[src/rtl/xor_hash_pkg.sv]
// Shared definitions for the XOR hash table update controller.
package xor_hash_pkg;

    // Controller mode: INIT sweeps the table to zero, RUN serves requests.
    typedef enum logic {
        ST_INIT = 1'b0,
        ST_RUN  = 1'b1
    } state_e;

    // Number of table entries addressed by an index of the given width.
    function automatic int unsigned depth_of(input int unsigned index_width);
        return 32'd1 << index_width;
    endfunction

endpackage

[src/rtl/xor_fwd_lane.sv]
// One data lane: picks the freshest value of the addressed word and XORs the operand into it.
module xor_fwd_lane
    import xor_hash_pkg::*;
#(
    parameter int unsigned INDEX_WIDTH = 12,
    parameter int unsigned DATA_WIDTH  = 64
) (
    input  logic                   en_i,
    input  logic                   zero_base_i,
    input  logic [INDEX_WIDTH-1:0] req_index_i,
    input  logic [DATA_WIDTH-1:0]  operand_i,
    input  logic                   d1_en_i,
    input  logic [INDEX_WIDTH-1:0] d1_index_i,
    input  logic [DATA_WIDTH-1:0]  d1_data_i,
    input  logic                   d2_en_i,
    input  logic [INDEX_WIDTH-1:0] d2_index_i,
    input  logic [DATA_WIDTH-1:0]  d2_data_i,
    input  logic [DATA_WIDTH-1:0]  mem_data_i,
    output logic [DATA_WIDTH-1:0]  result_o
);

    logic [DATA_WIDTH-1:0] base;

    // Newest write wins: distance-1 over distance-2 over table read; sweep writes start from zero.
    always_comb begin
        base = mem_data_i;
        if (d2_en_i && (d2_index_i == req_index_i)) base = d2_data_i;
        if (d1_en_i && (d1_index_i == req_index_i)) base = d1_data_i;
        if (zero_base_i) base = '0;
        result_o = en_i ? (operand_i ^ base) : '0;
    end

endmodule

[src/rtl/xor_hash_update_ctrl.sv]
// Read-modify-write controller for an XOR-accumulating table with a fixed 2-cycle write latency.
module xor_hash_update_ctrl
    import xor_hash_pkg::*;
#(
    parameter int unsigned NUM_MUL     = 4,
    parameter int unsigned INDEX_WIDTH = 12,
    parameter int unsigned DATA_WIDTH  = 64
) (
    input  logic                            clk,
    input  logic                            reset,
    input  logic                            in_valid,
    output logic                            in_ready,
    input  logic [INDEX_WIDTH-1:0]          in_index,
    input  logic [NUM_MUL-1:0]              in_mask,
    input  logic [NUM_MUL*DATA_WIDTH-1:0]   in_data,
    input  logic                            clear_req,
    output logic [INDEX_WIDTH-1:0]          rd_index,
    input  logic [NUM_MUL*DATA_WIDTH-1:0]   rd_out_update,
    output logic                            write_reg_0_valid,
    output logic [INDEX_WIDTH-1:0]          write_reg_0_index,
    output logic [NUM_MUL-1:0]              arbiter_result,
    output logic [NUM_MUL*DATA_WIDTH-1:0]   write_reg_11_xor,
    output logic [31:0]                     upd_count
);

    localparam int unsigned DEPTH = depth_of(INDEX_WIDTH);
    localparam logic [INDEX_WIDTH-1:0] LAST_IDX = INDEX_WIDTH'(DEPTH - 1);
    localparam int unsigned BW = NUM_MUL * DATA_WIDTH;

    state_e                 state_q, state_d;
    logic [INDEX_WIDTH-1:0] cnt_q, cnt_d;

    logic                   issue_run;
    logic [INDEX_WIDTH-1:0] issue_index;
    logic [NUM_MUL-1:0]     issue_mask;
    logic [BW-1:0]          issue_data;

    // Stage 1: request waiting for its table read data.
    logic                   s1_valid_q, s1_run_q;
    logic [INDEX_WIDTH-1:0] s1_index_q;
    logic [NUM_MUL-1:0]     s1_mask_q;
    logic [BW-1:0]          s1_data_q;

    // Stage 2: committed write on the outputs; stage 3: its one-cycle-delayed copy.
    logic [NUM_MUL-1:0]     arb_q, arb_d;
    logic [BW-1:0]          wdata_q, wdata_d;
    logic [INDEX_WIDTH-1:0] s2_index_q;
    logic [NUM_MUL-1:0]     s3_mask_q;
    logic [INDEX_WIDTH-1:0] s3_index_q;
    logic [BW-1:0]          s3_data_q;
    logic [31:0]            upd_q, upd_d;

    // Mode register and sweep counter.
    always_ff @(posedge clk or negedge reset) begin
        if (!reset) begin
            state_q <= ST_INIT;
            cnt_q   <= '0;
        end else begin
            state_q <= state_d;
            cnt_q   <= cnt_d;
        end
    end

    // Next mode: sweep every index once, a clear request restarts the sweep from index 0.
    always_comb begin
        state_d = state_q;
        cnt_d   = cnt_q;
        unique case (state_q)
            ST_INIT: begin
                if (clear_req) begin
                    cnt_d = '0;
                end else if (cnt_q == LAST_IDX) begin
                    state_d = ST_RUN;
                    cnt_d   = '0;
                end else begin
                    cnt_d = cnt_q + 1'b1;
                end
            end
            ST_RUN: begin
                if (clear_req) begin
                    state_d = ST_INIT;
                    cnt_d   = '0;
                end
            end
        endcase
    end

    // Issue stage: sweep writes and accepted requests share one pipeline.
    always_comb begin
        in_ready          = (state_q == ST_RUN) && !clear_req;
        issue_run         = (state_q == ST_RUN) && in_valid && in_ready;
        write_reg_0_valid = (state_q == ST_INIT) || issue_run;
        issue_index       = (state_q == ST_INIT) ? cnt_q : in_index;
        issue_mask        = (state_q == ST_INIT) ? '1 : in_mask;
        issue_data        = (state_q == ST_INIT) ? '0 : in_data;
        rd_index          = issue_index;
        write_reg_0_index = issue_index;
    end

    // Stage-2 inputs: lane enables and the count of committed requests.
    always_comb begin
        arb_d = s1_valid_q ? s1_mask_q : '0;
        upd_d = upd_q + 32'(s1_run_q);
    end

    for (genvar g = 0; g < NUM_MUL; g++) begin : g_lane
        xor_fwd_lane #(
            .INDEX_WIDTH (INDEX_WIDTH),
            .DATA_WIDTH  (DATA_WIDTH)
        ) u_lane (
            .en_i        (arb_d[g]),
            .zero_base_i (!s1_run_q),
            .req_index_i (s1_index_q),
            .operand_i   (s1_data_q[g*DATA_WIDTH +: DATA_WIDTH]),
            .d1_en_i     (arb_q[g]),
            .d1_index_i  (s2_index_q),
            .d1_data_i   (wdata_q[g*DATA_WIDTH +: DATA_WIDTH]),
            .d2_en_i     (s3_mask_q[g]),
            .d2_index_i  (s3_index_q),
            .d2_data_i   (s3_data_q[g*DATA_WIDTH +: DATA_WIDTH]),
            .mem_data_i  (rd_out_update[g*DATA_WIDTH +: DATA_WIDTH]),
            .result_o    (wdata_d[g*DATA_WIDTH +: DATA_WIDTH])
        );
    end

    // Pipeline registers; reset drops everything in flight.
    always_ff @(posedge clk or negedge reset) begin
        if (!reset) begin
            s1_valid_q <= 1'b0;
            s1_run_q   <= 1'b0;
            s1_index_q <= '0;
            s1_mask_q  <= '0;
            s1_data_q  <= '0;
            arb_q      <= '0;
            wdata_q    <= '0;
            s2_index_q <= '0;
            s3_mask_q  <= '0;
            s3_index_q <= '0;
            s3_data_q  <= '0;
            upd_q      <= '0;
        end else begin
            s1_valid_q <= write_reg_0_valid;
            s1_run_q   <= issue_run;
            s1_index_q <= issue_index;
            s1_mask_q  <= issue_mask;
            s1_data_q  <= issue_data;
            arb_q      <= arb_d;
            wdata_q    <= wdata_d;
            s2_index_q <= s1_index_q;
            s3_mask_q  <= arb_q;
            s3_index_q <= s2_index_q;
            s3_data_q  <= wdata_q;
            upd_q      <= upd_d;
        end
    end

    assign arbiter_result   = arb_q;
    assign write_reg_11_xor = wdata_q;
    assign upd_count        = upd_q;

endmodule

[config.mk]
export PLATFORM = sky130hd
export DESIGN_NAME = xor_hash_update_ctrl
export DESIGN_NICKNAME = d
export VERILOG_FILES = /design/src/rtl/xor_hash_pkg.sv /design/src/rtl/xor_fwd_lane.sv /design/src/rtl/xor_hash_update_ctrl.sv
export SDC_FILE = /design/constraint.sdc
export NUM_CORES = 1
export LEC_CHECK = 0
export ABC_AREA = 1
export BUFFER_PORTS_ARGS = -buffer_cell sky130_fd_sc_hd__buf_4
export CORE_AREA = 2 2 330 332
export DETAILED_ROUTE_END_ITERATION = 7
export DIE_AREA = 0 0 332 334
export HOLD_SLACK_MARGIN = 0.15
export MAX_ROUTING_LAYER = met4
export PLACE_DENSITY = 0.61
export SETUP_SLACK_MARGIN = 0.05
export SYNTH_ARGS = -nofsm -noshare
export SYNTH_HDL_FRONTEND = slang
export SYNTH_SLANG_ARGS = --single-unit
[constraint.sdc]
create_clock -name clk -period 4.7 [get_ports clk]
set_input_delay 0.47 -clock clk [delete_from_list [all_inputs] [get_ports clk]]
set_output_delay 0.47 -clock clk [all_outputs]
set_load 0.005 [all_outputs]
---- Yosys cells after proc, flatten, opt, wreduce, memory -nomap -nowiden ----
Cells that the tools add are included.
word-level totals
  bits of input ports ..................... 532
  latch bits .............................. 0
  register bits ........................... 863
  memories kept ........................... 0
  ROM bits ................................ 0
  RAM bits ................................ 0
cells by class
  reductions and logical operators ........ 13
  magnitude comparators ................... 0
  mux-type cells .......................... 28
  eq/ne operators ......................... 4
  divide/modulo/power cells ............... 0
  bitwise gates (word level) .............. 5
  multiply operators ...................... 0
  shifts and indexed selects .............. 0
  add/subtract/negate cells ............... 2
operators by type and width
  kind                                                             number
  64-bit 2-to-1 mux                                                16
  256-bit 2-to-1 mux                                               1
  64-bit XOR                                                       4
  12-bit 2-to-1 mux                                                4
  32-bit by 1-bit adder with 32-bit output                         1
  12-bit equality test                                             2
  12-bit one-hot mux with 2 select lines                           1
  12-bit by 1-bit adder with 12-bit output, second input constant  1
  12-bit equality test, second input constant                      1
  1-bit logical AND                                                11
  4-bit 2-to-1 mux                                                 2
  1-bit 2-to-1 mux                                                 3
  2-bit != test, second input constant                             1
  1-bit one-hot mux with 2 select lines                            1
  1-bit logical NOT                                                1
  1-bit logical OR                                                 1
  1-bit NOT                                                        1

---- Depth between registers and ports, before layout ----
Gate-level depths: netlist (run 1).
  depth in word-level cells ............... 7
  depth in mapped cells ................... 14
  gate-level depth less buffers ........... 12

---- Cells and area by module ----
A second synthesis (run 1) with hierarchy kept.
second synthesis, totals
  cell total of the unflattened synthesis .. 5223
  area, all modules ....................... 47071.4 um2
modules (own cells, without submodules)
  module                area each (um2)  seq. area each (um2)  cells an instance  instances
  xor_hash_update_ctrl  25235.5          21595.7               1731               1
  xor_fwd_lane          5459.0           0.0                   873                4

---- Worst setup path after synthesis (run 1) ----
Ideal clock, no wire load.
  path type ............................... register to register
  from .................................... register s1_run_q
  to ...................................... register upd_q[28] (netlist: upd_count[28])
  data arrival time ....................... 1918 ps
  cell stages (with the launch flop) ...... 13
  buffers on the path ..................... 0
  period minus slack after synthesis ...... 2040 ps
  path slack .............................. 2660 ps
  path through ............................ dfrtp_1 ha_1 ha_1 nand2_1 nor2_2 nand3_1 nor2_2 nand2_1 nor2_1 nand3b_1 nor2_1 nand2_1 xor2_1
between the ends
  cells in the longest elaborated chain, start to end .. 1
ends and longest elaborated chain
  item                                      line                         RTL
  from (decl)                               xor_hash_update_ctrl.sv:39   logic s1_valid_q, s1_run_q;
  from (signal assigned)                    xor_hash_update_ctrl.sv:143  s1_run_q <= issue_run;
  32-bit by 1-bit adder with 32-bit output  xor_hash_update_ctrl.sv:103  upd_d = upd_q + 32'(s1_run_q);
  via upd_d[28]                             xor_hash_update_ctrl.sv:51   logic [31:0] upd_q, upd_d;
  to (signal assigned)                      xor_hash_update_ctrl.sv:153  upd_q <= upd_d;
  to (decl)                                 xor_hash_update_ctrl.sv:51
The timed path passes the listed nets, and every way through them passes these cells.
A chain may end at the register's enable or synchronous reset.

---- Final worst setup path (run 1) ----
  from .................................... register s1_index_q[3]
  to ...................................... register wdata_q[216] (netlist: write_reg_11_xor[216])
between the ends
  cells in the longest elaborated chain, start to end .. 7
  elaborated cells between the ends (all ways) .. 9
  classes of those cells .................. eq/ne: 2; mux: 4; bitwise: 1; reduce/logical: 2
ends and longest elaborated chain
  item                               line                         RTL
  from (decl)                        xor_hash_update_ctrl.sv:40   logic [INDEX_WIDTH-1:0] s1_index_q;
  from (signal assigned)             xor_hash_update_ctrl.sv:144  s1_index_q <= issue_index;
  12-bit equality test               xor_fwd_lane.sv:27           if (d2_en_i && (d2_index_i == req_index_i)) base = d2_data_i;
  1-bit logical AND                  xor_fwd_lane.sv:27
  64-bit 2-to-1 mux                  xor_fwd_lane.sv:27
  64-bit 2-to-1 mux *                xor_fwd_lane.sv:28           if (d1_en_i && (d1_index_i == req_index_i)) base = d1_data_i;
  64-bit 2-to-1 mux *                xor_fwd_lane.sv:29           if (zero_base_i) base = '0;
  64-bit XOR *                       xor_fwd_lane.sv:30           result_o = en_i ? (operand_i ^ base) : '0;
  64-bit 2-to-1 mux *                xor_fwd_lane.sv:30
  via g_lane[3].u_lane.result_o[24]  xor_fwd_lane.sv:19           output logic [DATA_WIDTH-1:0] result_o
  to (signal assigned)               xor_hash_update_ctrl.sv:148  wdata_q <= wdata_d;
  to (decl)                          xor_hash_update_ctrl.sv:46   logic [BW-1:0] wdata_q, wdata_d;
The timed path passes the listed nets; every way through them passes the cells marked *.

==> summary.md, run 1 <==
| Metric | Value |
|---|---|
| Outcome | `finished clean` |
| Post-synth top area share | `0.5388` |
| Worst r2r src | `s1_index_q[3]` |
| Ys async rst share | `1.000` |
| EDFF count, synth | `0` |
| Crit path buffers/inverters | `1` |
| Met3 usage | `0.05004` |
| Critical Path Slowest Stage Cell | `nand3_4` |
| CP Class | `register to register` |
| Postcts setup bufs | `0` |
| Fmax | `0.3203 GHz` |
| Total GRT Usage | `0.2711` |
| Busiest grt layer | `met2` |
| CTS H-tree lvls | `3` |
| Iteration count of the initial detailed-routing pass | `7` |
| Period Utilization, post-route | `0.6643` |
| Grt met2 use | `0.4355` |
| Hold Worst Slack | `196.2 ps` |
| CP cell instances | `xnor2_1 > nand2_1 > nor2_8 > nand3_4 > buf_4 > nand2_1 > nand3_1 > a21oi_1 > nor2_1` |
| CP most frequent cell | `nand2_1` |
| Place WS | `1582 ps` |
| First-pass GRT wire length | `227.9 mm` |
| Top-count cell post-synth | `nand2_1` |
| DRC | `0` |
| TNS Setup | `0 ps` |
| Clock Sinks | `863` |
| Slew margin rel. | `0.2376` |
| Crit path from | `s1_index_q[3]` |
| Worst path required time | `5240 ps` |
| 1st-iter DRT viols | `2783` |
| Total power per unit cell area | `475.5 nW/um^2` |
| RSZ-0062 raised after global routing | `no` |
| VDD IR-drop max | `1.355 mV` |
| Final #Nets | `6449` |
| Die W | `332 um` |
| Num CTS Buffers | `100` |
| Measured slew at the worst slew-check pin | `1144 ps` |
| Number of buffers added on ports | `849` |
| Max-Cap Viols | `0` |
| Clk buf depth | `3` |
| Hpwl dp | `91.89 mm` |
| Synthesized area per cell | `8.288 um^2` |
| Max-slew violations | `0` |
| Final WL | `149.0 mm` |
| Total Die Area | `110900 um^2` |
| Commonest cells in the netlist | `nand2_1 (1135), dfrtp_1 (863), inv_1 (822)` |
| # rows | `121` |
| Seq/Total Area, Yosys | `0.5388` |
| DR WL/cell | `20.04 um` |
| Synth top area cells | `dfrtp_1 (54%), nand2_1 (11%), nand4_1 (8.1%), inv_1 (7.7%), nand3_1 (6.4%)` |
| Post-DR vias/cell | `5.122` |
| Setup violators final | `0` |
| CTS tree | `yes` |
| HP Start | `rd_out_update[227]` |
| #FFs+latches synth | `863` |
| Worst Path Arrival | `3670 ps` |
| Area growth syn-to-layout | `35.20%` |
| Synthesized cell area | `40080 um^2` |
| Via Count | `38080` |
| Placer Congestion | `0.8732` |
| Vias in the first global route | `37840` |
| Reg clk slew, reported paths | `60 ps` |
| Worst Path Max Fanout | `43` |
| Pin count of the biggest net entering global routing | `146` |
| Core Region | `107800 um^2` |
| ANT nets after route | `0` |
| Grt ovf | `0` |
| Final min period | `3122 ps` |
| Cells after Synth | `4836` |
| Share of layout cells above drive strength 1 | `0.1832` |
| Final total power | `25770 uW` |
| Crit path largest cell delay | `660 ps` |
| Latest clock arrival within the worst-skew pair | `680 ps` |
| Yosys warns | `0` |
| CP endpoint kind | `register` |
| Ports | `850` |
| Ys flop type | `dfrtp_1` |
| Met1 Use GR | `0.3249` |
| Synth area leader | `dfrtp_1` |
| Hold Vio Cnt, Final | `0` |
| P_leak | `0.03120 uW` |
| Initial Util | `0.3718` |
| Final setup skew | `27.15 ps` |
| CTS root buffer | `clkbuf_16` |
| Fin worst setup slack | `1578 ps` |
| Hold crit path type | `input port to register` |
| CP Launch Type | `register` |
| Post-synthesis net count | `5371` |
| Count of different cell masters after synthesis | `29` |
| Kind of cell adding the most delay to the critical path | `simple AND/OR/NAND/NOR gates` |
| Die height | `334 um` |
| Initial antenna violation count | `28` |
worst paths after layout:
path | cells after the start | slack (ps) | endpoint
max in group asynchronous | 4 | 3050 | write_reg_11_xor[154]
min reg2reg | 0 | 390 | s3_index_q[5]
max | 9 | 1580 | write_reg_11_xor[216]
max reg2reg | 9 | 1580 | write_reg_11_xor[216]
min in group asynchronous | 2 | 400 | cnt_q[1]
min | 6 | 200 | write_reg_11_xor[227]
power breakdown:
part | internal, uW | leakage [uW] | switching [uW]
combinational | 2890 | 0.0176 | 7520
clock | 4590 | 0.00163 | 3250
sequential | 7480 | 0.0120 | 33.1
total | 15000 | 0.0312 | 10800
area by class of cell:
type	count	area [um^2]
multi-input cells	2828	13410
clock inverters	23	291.5
fillers	9952	53600
clock buffers	157	3027
repair buffers	1295	10900
well taps	1414	1769
flip-flops and latches	863	21620
diodes	29	72.57
inverters	826	3104
timing repair:
action / 4_1_cts / 5_1_grt
gates resized for setup: 0 / 0
hold buffers: 396 / 0
hold endpoints to repair: 468 / 0
worst min-delay path, stage by stage:
cell and delay [ps]:
buf_4 80, nand2_1 40, nand3_1 80, nand3_1 70
nand2_1 50, nor2_1 40
cells by family after synthesis:
group                    count (synthesis)  synth area share
buffers and inverters                 1145            0.1270
adder cells (fa/ha/maj)                  3         0.0009366
AO/OA/AOI/OAI                          286           0.03602
AND/OR/NAND/NOR                       2495            0.2876
XOR/XNOR                                44          0.009614
flip-flops                             863            0.5388
cell usage in the layout (no fill, tap or decap), types with 14 or more instances in the layout:
cell type      synthesis  final
clkbuf_8               0     31
o21ai_0               18     18
dfrtp_1              863    853
buf_12                 0     14
clkbuf_16              0    100
a21oi_1              260    260
xnor2_1               17     17
diode_2                0     29
nor2_1               289    289
clkbuf_1              89     26
xor2_1                27     27
nand3_1              515    515
nand2_1             1135   1135
inv_1                822    818
nand4_1              517    517
dlygate4sd3_1          0    396
buf_4                 34    884
per-layer routing:
layer / up-vias / routed length, um / share of wire
met4: 0 / 8619 / 0.058
met5: - / 0 / 0
met3: 371 / 10150 / 0.068
met1: 18560 / 58490 / 0.39
li1: 17640 / - / -
met2: 1509 / 71770 / 0.48
stage by stage:
step	utilization	cells	cell area, um^2
final	0.5027	7435	54190
after global routing	0.5027	7434	54190
after CTS	0.5021	7406	54120
after detailed placement	0.4345	6830	46840
after global placement	0.4345	6830	46840
after floorplan	-	4836	40080
sequential cells by signal (all words and copies together), names as in the netlist:
register and flops:
s1_mask_q 4, s1_data_q 256, s1_valid_q 1, s3_mask_q 4
s3_data_q 256, write_reg_11_xor 256, s1_index_q 12, s1_run_q 1
state_q 1, s2_index_q 12, s3_index_q 12, arbiter_result 4
cnt_q 12, upd_count 32
Power figures use the tool's default switching activity.
==> run 2, diff against run 1 <==
Settings changed: ABC_AREA 1 to 0, CORE_AREA 2 2 330 332 to 2 2 327 329, DIE_AREA 0 0 332 334 to 0 0 329 331, PLACE_DENSITY 0.61 to 0.59.
Clock period 4.7 ns to 3.3 ns, I/O delays scaled along.
==> run 2 against run 1 <==
Compared with the run above:
- count of clock-buffer cells in the layout is 12 lower
- clock skew up 7.9 ps
- non-clock buffer count shrank 89
- register-to-register slack lost 1200 ps
- critical path depth shrank 2
- core utilization fell by 1.4 points
==> summary.md, run 2 <==
| Metric | Value |
|---|---|
| VDD IR-drop max | `0.4095 mV (-70%)` |
| CP Class | `register to register` |
| #FFs+latches synth | `863 (unchanged)` |
| DR WL/cell | `23.32 um (+16%)` |
| Worst path required time | `3830 ps (-1410 ps)` |
| Placer Congestion | `0.9244 (+5.9%)` |
| Initial Util | `0.3542 (-0.01765)` |
| TNS Setup | `0 ps (unchanged)` |
| Kind of cell adding the most delay to the critical path | `simple AND/OR/NAND/NOR gates` |
| Comb pwr share | `0.161 (-0.243)` |
| ANT nets after route | `0 (unchanged)` |
| Clk buf depth | `3 (unchanged)` |
| 1st-iter DRT viols | `2483 (-11%)` |
| Total power per unit cell area | `512.6 nW/um^2 (+7.8%)` |
| CTS H-tree lvls | `3 (unchanged)` |
| Hold Vio Cnt, Final | `0 (unchanged)` |
| WP depth | `7 (-2)` |
| CTS tree | `yes` |
| Post-synth top area share | `0.5809 (+0.04207)` |
| Synthesized cell area | `37180 um^2 (-7.2%)` |
| Worst r2r src | `s1_index_q[9]` |
| Commonest non-fill, non-tap cells in the layout | `buf_4 (897), dfrtp_1 (857), o21ai_0 (519)` |
| Clk pwr share | `0.436 (+0.132)` |
| Post-DR vias/cell | `5.448 (+6.4%)` |
| Final min period | `2917 ps (-205.2 ps)` |
| Commonest non-fill, non-tap cell in the layout | `buf_4` |
| Fin area | `51350 um^2 (-5.2%)` |
| Synthesized area per cell | `10.89 um^2 (+31%)` |
| Busiest grt layer | `met2` |
| Crit Reg-Reg Endpoint | `write_reg_11_xor[209]` |
| Top-count cell post-synth | `dfrtp_1` |
| Share of layout cells above drive strength 1 | `0.2511 (+0.06787)` |
| Count of different cell masters after synthesis | `35 (+21%)` |
| Iteration count of the initial detailed-routing pass | `5 (-2)` |
| Fin worst setup slack | `383.2 ps (-1195 ps)` |
| Hold Worst Slack | `206.8 ps (+10.57 ps)` |
| Yosys warns | `0 (unchanged)` |
| Num CTS Buffers | `97 (-3.0%)` |
| Final setup skew | `35.08 ps (+7.923 ps)` |
| Ports | `850 (unchanged)` |
| Ys flop type | `dfrtp_1` |
| Fmax | `0.3428 GHz (+7.0%)` |
| Core Region | `105000 um^2 (-2.6%)` |
| CTS root buffer | `clkbuf_16` |
| Postcts setup bufs | `0 (unchanged)` |
| DP Area | `45160 um^2 (-3.6%)` |
| CP cell instances | `xnor2_1 > nand4_2 > or4_2 > buf_4 > o21ai_0 > or3_1 > a21boi_1` |
| Cells after Synth | `3414 (-29%)` |
| Int Pwr | `19050 uW (+27%)` |
| Worst Setup EP | `write_reg_11_xor[209]` |
| Total Die Area | `108900 um^2 (-1.8%)` |
| EDFF count, synth | `0 (unchanged)` |
| RSZ-0062 raised after global routing | `no` |
| Ys async rst share | `1.000 (unchanged)` |
| Die W | `329 um (-0.90%)` |
| Slew margin rel. | `0.3719 (+0.1343)` |
| Measured slew at the worst slew-check pin | `942.1 ps (-201.5 ps)` |
| Post-CTS sizing | `0 (unchanged)` |
| Met1 Use GR | `0.3176 (-0.007327)` |
| Grt met2 use | `0.3955 (-0.04009)` |
| Crit path buffers/inverters | `1 (unchanged)` |
| Clock Sinks | `863 (unchanged)` |
| Crit path largest cell delay | `760 ps (+100 ps)` |
| Area growth syn-to-layout | `38.12%` |
| Setup violators final | `0 (unchanged)` |
| Sequential share of power | `0.403 (+0.111)` |
| Max-Cap Viols | `0 (unchanged)` |
| Switching Share | `0.2761 (-0.1435)` |
| Period Utilization, post-route | `0.8839 (+0.2196)` |
| Post-synthesis net count | `3949 (-26%)` |
| Synth top area cells | `dfrtp_1 (58%), o21ai_0 (7.0%), a41oi_1 (6.0%), a211oi_1 (5.2%), a21boi_1 (5.2%)` |
| Filler instances | `9573 (-3.8%)` |
| Worst Path Arrival | `3450 ps (-220 ps)` |
| Crit path from | `s1_index_q[9]` |
| R2r setup slk | `380 ps (-1190 ps)` |
| CP endpoint kind | `register` |
| Number of buffers added on ports | `849 (unchanged)` |
| CP Launch Type | `register` |
| Grt ovf | `0 (unchanged)` |
| Latest clock arrival within the worst-skew pair | `690 ps (about the same)` |
| Sw power | `7267 uW (-33%)` |
| Place WS | `494.9 ps (-1087 ps)` |
| Outcome | `finished clean` |
| Hpwl dp | `89.35 mm (-2.8%)` |
| First-pass GRT wire length | `204.9 mm (-10%)` |
| # rows | `119 (-1.7%)` |
| P_leak | `0.02466 uW (-21%)` |
| Vias in the first global route | `32230 (-15%)` |
| Pin count of the biggest net entering global routing | `127 (-13%)` |
| Final #Nets | `4955 (-23%)` |
| Commonest cells in the netlist | `dfrtp_1 (863), o21ai_0 (519), and2_1 (263), inv_1 (263)` |
| Die height | `331 um (-0.90%)` |
| Met3 usage | `0.04491 (-0.005129)` |
| Critical Path Slowest Stage Cell | `or4_2` |
| Max-slew violations | `0 (unchanged)` |
| Total GRT Usage | `0.2534 (-0.01768)` |
| Synth area leader | `dfrtp_1` |
| Via Count | `32230 (-15%)` |
| Worst Path Max Fanout | `64 (+49%)` |
| DRC | `0 (unchanged)` |
| Hold crit path type | `input port to register` |
| R2r worst-path depth | `7 (-2)` |
| Cts hold-fix bufs | `273 (-31%)` |
| Reg clk slew, reported paths | `70 ps (about the same)` |
| Initial antenna violation count | `25 (-11%)` |
| Seq/Total Area, Yosys | `0.5809 (+0.04207)` |
| Final WL | `138.0 mm (-7.4%)` |
[run 2: changes by cell type after synthesis, moves of 263 or more]
cell	delta
nor2_1	-271
nand4_1	-504
inv_1	-559
nand2_1	-1116
nand3_1	-506
and2_1	+263
o21ai_0	+501
[run 2: worst min-delay path by stage]
stage | from | to | slack, ps | cells past startpoint
global placement | s2_index_q[8] | s3_index_q[8] | 380 | 0
floorplan | reset | arbiter_result[0] | 30 | 0
detailed placement | s2_index_q[2] | s3_index_q[2] | 380 | 0
finish | in_index[1] | s1_index_q[1] | 210 | 2
CTS | in_index[1] | s1_index_q[1] | 170 | 2
global route | in_index[1] | s1_index_q[1] | 170 | 2
[run 2: area by class of cell]
| class | count | area, um^2 | area share |
|---|---|---|---|
| sequential | 863 | 21610 | 0.4208 |
| timing repair buffer | 1206 | 10180 | 0.1983 |
| inverter | 263 | 987.2 | 0.01922 |
| clock buffer | 145 | 2890 | 0.05628 |
| tap | 1391 | 1740 | 0.03389 |
| multi-input combinational | 1989 | 13370 | 0.2604 |
| antenna | 25 | 62.56 | 0.001218 |
| clock inverter | 34 | 506.7 | 0.009868 |
[run 2: cells by family after synthesis]
group | after synthesis | synth area share
AND/OR/NAND/NOR | 622 | 0.1054
multiplexers | 13 | 0.003904
flip-flops | 863 | 0.5809
buffers and inverters | 562 | 0.06031
AO/OA/AOI/OAI | 1291 | 0.2344
adder cells (fa/ha/maj) | 3 | 0.001010
XOR/XNOR | 60 | 0.01413
[run 2: routing by layer]
layer  part of all wire  wire length, um
met3              0.061             8370
met1               0.41            55910
met5                  0                0
met2               0.48            65910
met4              0.056             7769
[run 2: stage by stage]
| stage | instances | total power, uW | utilization |
|---|---|---|---|
| final | 5916 | 26320 | 0.4892 |
| after floorplan | 3414 | 12870 | - |
| after detailed placement | 5439 | 14750 | 0.4302 |
| after global routing | 5913 | 27340 | 0.4891 |
| after CTS | 5891 | 26570 | 0.4886 |
| after global placement | 5439 | 14730 | 0.4302 |
[run 2: power by group through the flow]
stage / Combinational (uW) / Clock, uW / Sequential [uW]
floorplan: 2070 / 0 / 10800
global placement: 3930 / 0 / 10800
detailed placement: 3940 / 0 / 10800
CTS: 4240 / 11700 / 10600
global route: 4580 / 12200 / 10600
finish: 4230 / 11500 / 10600
[run 2: worst register-to-register path, delay by kind of cell, from the launching register on]
family	cells	cell delay, ps
AND/OR/NAND/NOR	3	1300
AO/OA/AOI/OAI	2	520
flip-flops	1	420
buffers and inverters	1	340
XOR/XNOR	1	200
